--- config.mk ---
export PLATFORM = sky130hd
export DESIGN_NAME = uart_rx
export DESIGN_NICKNAME = d
export VERILOG_FILES = /design/src/rtl/uart_pkg.sv /design/src/rtl/sync_2ff.sv /design/src/rtl/uart_rx.sv
export SDC_FILE = /design/constraint.sdc
export NUM_CORES = 1
export LEC_CHECK = 0
export ABC_AREA = 1
export ABC_CLOCK_PERIOD_IN_PS = 1700
export BUFFER_PORTS_ARGS = -buffer_cell sky130_fd_sc_hd__buf_4
export CORE_AREA = 2 2 68 70
export CTS_CLUSTER_DIAMETER = 100
export DETAILED_ROUTE_END_ITERATION = 7
export DIE_AREA = 0 0 70 72
export PLACE_DENSITY = 0.56
export SETUP_SLACK_MARGIN = 0.5
export SLEW_MARGIN = 25
export SYNTH_ARGS = -nofsm -noshare
export SYNTH_HDL_FRONTEND = slang
export SYNTH_HIERARCHICAL = 1
export SYNTH_SLANG_ARGS = --single-unit
--- constraint.sdc ---
create_clock -name clk -period 1.7 [get_ports clk]
set_clock_uncertainty 0.15 [all_clocks]
set_input_delay 0.34 -clock clk [delete_from_list [all_inputs] [get_ports clk]]
set_output_delay 0.34 -clock clk [all_outputs]
set_load 0.01 [all_outputs]
--- src/rtl/uart_pkg.sv ---
// UART shared types and constants.
// Used by the receiver and its sibling UART blocks.
package uart_pkg;

  localparam int OVERSAMPLE = 16;

  typedef enum logic [2:0] {
    IDLE,
    START,
    DATA,
    PARITY,
    STOP
  } rx_state_t;

endpackage

--- src/rtl/sync_2ff.sv ---
// Two-flop synchronizer for a single asynchronous bit.
// Reset value is a parameter so idle-high lines come up inactive.
module sync_2ff #(
  parameter logic RST_VAL = 1'b1
) (
  input  logic clk,
  input  logic reset_n,
  input  logic d,
  output logic q
);

  logic meta;

  always_ff @(posedge clk or negedge reset_n) begin
    if (!reset_n) begin
      meta <= RST_VAL;
      q    <= RST_VAL;
    end else begin
      meta <= d;
      q    <= meta;
    end
  end

endmodule

--- src/rtl/uart_rx.sv ---
// Oversampling UART receiver with optional parity.
// Samples each bit mid-period using a 16x tick supplied externally.
module uart_rx
  import uart_pkg::*;
#(
  parameter int DBIT       = 8,
  parameter int SB_TICK    = 16,
  parameter int PARITY_EN  = 0,
  parameter int PARITY_ODD = 0
) (
  input  logic            clk,
  input  logic            reset_n,
  input  logic            s_tick,
  input  logic            rx,
  output logic [DBIT-1:0] dout,
  output logic            rx_done_tick,
  output logic            frame_err,
  output logic            parity_err
);

  localparam int SW = (SB_TICK > OVERSAMPLE) ?
                      $clog2(SB_TICK) : $clog2(OVERSAMPLE);

  localparam logic [SW-1:0] S_MID  = SW'(OVERSAMPLE / 2 - 1);
  localparam logic [SW-1:0] S_BIT  = SW'(OVERSAMPLE - 1);
  localparam logic [SW-1:0] S_STOP = SW'(SB_TICK - 1);
  localparam logic [2:0]    N_LAST = 3'(DBIT - 1);
  localparam logic          ODD    = 1'(PARITY_ODD);

  rx_state_t       state_q, state_d;
  logic [SW-1:0]   s_q, s_d;
  logic [2:0]      n_q, n_d;
  logic [DBIT-1:0] b_q, b_d;
  logic [DBIT-1:0] dout_q, dout_d;
  logic            pacc_q, pacc_d;
  logic            fe_q, fe_d;
  logic            pe_q, pe_d;
  logic            done_q, done_d;
  logic            rx_s;

  sync_2ff #(.RST_VAL(1'b1)) u_sync (
    .clk     (clk),
    .reset_n (reset_n),
    .d       (rx),
    .q       (rx_s)
  );

  always_ff @(posedge clk or negedge reset_n) begin
    if (!reset_n) begin
      state_q <= IDLE;
      s_q     <= '0;
      n_q     <= '0;
      b_q     <= '0;
      dout_q  <= '0;
      pacc_q  <= 1'b0;
      fe_q    <= 1'b0;
      pe_q    <= 1'b0;
      done_q  <= 1'b0;
    end else begin
      state_q <= state_d;
      s_q     <= s_d;
      n_q     <= n_d;
      b_q     <= b_d;
      dout_q  <= dout_d;
      pacc_q  <= pacc_d;
      fe_q    <= fe_d;
      pe_q    <= pe_d;
      done_q  <= done_d;
    end
  end

  always_comb begin
    state_d = state_q;
    s_d     = s_q;
    n_d     = n_q;
    b_d     = b_q;
    dout_d  = dout_q;
    pacc_d  = pacc_q;
    fe_d    = fe_q;
    pe_d    = pe_q;
    done_d  = 1'b0;
    unique case (state_q)
      IDLE: begin
        // Start detection is not gated by s_tick.
        if (!rx_s) begin
          state_d = START;
          s_d     = '0;
        end
      end
      START: begin
        if (s_tick) begin
          if (s_q == S_MID) begin
            if (rx_s) begin
              state_d = IDLE;
            end else begin
              state_d = DATA;
              s_d     = '0;
              n_d     = '0;
            end
          end else begin
            s_d = s_q + SW'(1);
          end
        end
      end
      DATA: begin
        if (s_tick) begin
          if (s_q == S_BIT) begin
            s_d = '0;
            b_d = {rx_s, b_q[DBIT-1:1]};
            n_d = n_q + 3'd1;
            if (n_q == N_LAST) begin
              state_d = (PARITY_EN != 0) ? PARITY : STOP;
            end
          end else begin
            s_d = s_q + SW'(1);
          end
        end
      end
      PARITY: begin
        if (s_tick) begin
          if (s_q == S_BIT) begin
            pacc_d  = (^b_q) ^ rx_s ^ ODD;
            s_d     = '0;
            state_d = STOP;
          end else begin
            s_d = s_q + SW'(1);
          end
        end
      end
      STOP: begin
        if (s_tick) begin
          if (s_q == S_STOP) begin
            state_d = IDLE;
            dout_d  = b_q;
            fe_d    = ~rx_s;
            pe_d    = (PARITY_EN != 0) && pacc_q;
            done_d  = 1'b1;
          end else begin
            s_d = s_q + SW'(1);
          end
        end
      end
      default: state_d = IDLE;
    endcase
  end

  always_comb begin
    dout         = dout_q;
    rx_done_tick = done_q;
    frame_err    = fe_q;
    parity_err   = pe_q;
  end

endmodule

==> impl_metrics.py <==
metrics = {
    "timing": {
        "drv_slew": 0,
        "finalSetupTns_ns": 0,
        "min_period_ns": 1.58,
        "max_clock_freq_mhz": 634,
        "hold_viol_final": 0,
        "period_share": 0.927,
        "finalSetupViolCount": 0,
        "rsz0062_at_grt": "true",
    },
    "clock_tree": {
        "clk_path_buf_depth": 2,
        "clk_pin_slew_ns": 0.07,
        "cts_tree": "yes",
        "htree_levels": 2,
        "cts_root_buf": "clkbuf_8",
        "cts_buffers": 5,
        "worst_skew_pair.late_latency_ns": 0.28,
        "cts.sinks": 30,
    },
    "critical_path": {
        "critPathKind": "register to register",
        "crit_required_ns": 1.72,
        "reg2regPathDepth": 8,
        "start_kind": "register",
        "crit-reg2reg-capture": "n_q[0]",
        "setup.worst_path.start": "s_q[0]",
        "r2r_slack_ns": 0.12,
        "arrival_ns": 1.60,
        "critPathCaptureType": "register",
        "timing.rr.start": "s_q[0]",
        "cp_max_fo": 6,
        "crit_path_end": "n_q[0]",
    },
    "logic_synthesis": {
        "ys_top_cells_by_area": "dfrtp_1 (43%), nand2_1 (12%), o21ai_2 (9.6%), inv_1 (4.3%), dfstp_2 (3.2%)",
        "synth_top_area_cell": "dfrtp_1",
        "synthFlopType": "dfrtp_1",
        "syn_nets": 187,
        "synth_cells": 180,
        "ys_seq_area_frac": 0.459,
        "async_reset_ff_frac": 1.00,
        "avgSynthCellArea_um2": 9.12,
        "synth_seq_cells": 30,
        "yosysTopAreaCellShare": 0.427,
        "synth-edff-count": 0,
        "yosysWarnings": 6,
        "yosys.cell_types.count": 28,
        "synth_area_mm2": 0.00164,
    },
    "global_routing": {
        "gr-usage-all-layers": 0.165,
        "grt_antenna_before_repair": 0,
        "grt_pass1_wl_um": 6540,
        "grt_pass1_vias": 1380,
        "grt_overflow": 0,
        "grt_start_max_net_pins": 31,
    },
    "power_and_ir_drop": {
        "vdd_drop_max_mv": 0.573,
        "intPower_mw": 1.56,
        "p_sw_frac": 0.444,
        "powerDensity_mw_per_mm2": 1250,
        "p_comb_frac": 0.453,
        "clkPwrFrac": 0.210,
        "p_sw_mw": 1.24,
        "p_seq_frac": 0.337,
        "p_leak_nw": 1.06,
    },
    "min_path": {
        "hold_path.class": "register to register",
        "hold_start": "u_sync/meta",
    },
    "run": {
        "cap_violations": 0,
    },
    "final_layout": {
        "fillers": 385,
        "syn_to_final_growth_pct": 36.8,
        "final_area_mm2": 0.00225,
        "num-nets-final": 223,
        "drive_above_1_share": 0.484,
        "antenna_cells": 0,
    },
    "floorplanning": {
        "die_area_mm2": 0.00504,
        "die_h_um": 72,
        "core_mm2": 0.00426,
        "start_util": 0.385,
        "die_w_um": 70,
        "io_pins": 15,
        "rows": 24,
    },
    "placed_design": {
        "portBuffers": 13,
        "place_area_mm2": 0.00178,
        "place_congestion": 0.887,
        "dp_hpwl_um": 2170,
    },
    "route": {
        "wl_per_cell_um": 13.5,
        "routed_wirelength_um": 3640,
        "via_count": 1314,
        "drc_errors": 0,
        "drtIter0Drc": 89,
        "firstDrtPassIters": 4,
        "via_per_inst": 4.88,
        "ant_nets": 0,
    },
    "outcome": {
        "status": "completed",
    },
}
==> registers in the layout, indices dropped and copies added, names as in the netlist <==
signal        count
b_q               8
dout              8
frame_err         1
n_q               3
rx_done_tick      1
s_q               4
state_q           3
u_sync/meta       1
u_sync/q          1
==> layer usage <==
| layer | global-route usage | vias up | wire [µm] |
|---|---|---|---|
| li1 | - | 651 | - |
| met5 | 0 | - | 0 |
| met3 | 0.0458 | 8 | 173 |
| met4 | 0.0534 | 0 | 40 |
| met2 | 0.281 | 34 | 1830 |
| met1 | 0.203 | 621 | 1600 |
==> area by class of cell <==
type / count / area, µm² / share of cell area
Multi-Input combinational cell: 126 / 952 / 0.424
Tap cell: 52 / 65.1 / 0.0290
Clock inverter: 3 / 21.3 / 0.00947
Inverter: 24 / 95.1 / 0.0423
Clock buffer: 5 / 68.8 / 0.0306
Sequential cell: 30 / 754 / 0.336
Timing Repair Buffer: 29 / 289 / 0.129
==> metrics by stage <==
step                      total power [mW]  instances  utilization  hold WS [ns]  worst slack (ns)
after floorplan                       1.79        180            -        -0.106             0.205
after global placement                1.96        242        0.418         0.136             0.110
after detailed placement              1.98        242        0.418         0.145            0.0658
after CTS                             2.73        265        0.513       0.00381             0.145
after global routing                  2.99        269        0.527         0.215            0.0708
final                                 2.80        269        0.527         0.207             0.124
==> worst max-delay path: stages, from the launching register on <==
cell	delay, ns
dfrtp_1	0.40
ha_4	0.19
nand3_4	0.10
nor2_4	0.22
nor2_4	0.07
nor2_8	0.13
o21ai_2	0.09
nand2_1	0.06
nand2_1	0.05
==> logic make-up (layout without fill, tap and decap cells) <==
logic type | Yosys count | after routing | share of synthesized area
other | 1 | 1 | 0.00228
xor gates and xnor gates | 1 | 1 | 0.00534
DFF | 30 | 30 | 0.459
adders and majority gates | 3 | 3 | 0.0229
and+or+nand+nor | 94 | 97 | 0.316
buffers and inverters | 27 | 61 | 0.0747
AOI/OAI and AO/OA | 24 | 24 | 0.120
==> power by group through the flow <==
stage	Combinational, mW	Clock (mW)	Sequential (mW)
after detailed placement	1.05	0	0.933
after global placement	1.03	0	0.931
after CTS	1.19	0.600	0.934
final	1.27	0.588	0.943
after global routing	1.40	0.640	0.954
after floorplan	0.883	0	0.908
==> worst min path at each step <==
stage	endpoint	slack [ns]	cells past startpoint
floorplan	b_q[0]	-0.11	0
global placement	state_q[0]	0.14	1
detailed placement	s_q[2]	0.15	1
CTS	u_sync/meta	0.004	1
global route	u_sync/q	0.21	0
finish	u_sync/q	0.21	0
==> timing repair <==
action	in CTS	in global routing
buffers inserted	11	3
hold buffers	1	1
pin swaps	11	1
setup endpoints to repair	38	38
gates cloned	3	0
resized for setup	37	7
endpoints found under the hold margin	28	1
==> synthesized netlist by cell type, types with 2 or more instances <==
cell      number
dfstp_2        2
nand4_1        5
nor2_4         4
ha_1           3
inv_2          4
nand3_2        2
nand3b_1       2
dfrtp_1       28
nor2_8         2
nor2_1         6
nand2_4        4
nand2_2        5
o21ai_2       18
buf_6          2
nand2_1       52
o21ai_1        2
inv_1         19
nand3_1       10
==> cells in the final DEF, fill, tap and decap left out, drive strengths merged <==
cell	instances
nand2	64
dfstp	2
dfrtp	28
nand4	5
conb	1
o21bai	1
clkinvlp	1
o211ai	1
inv	24
xor2	1
dlygate4sd3	2
nand3	13
o21ai	21
clkbuf	5
nor2	13
nand3b	2
ha	3
buf	27
clkinv	2
a21oi	1
Note: power is estimated with default switching activity, not from simulation.
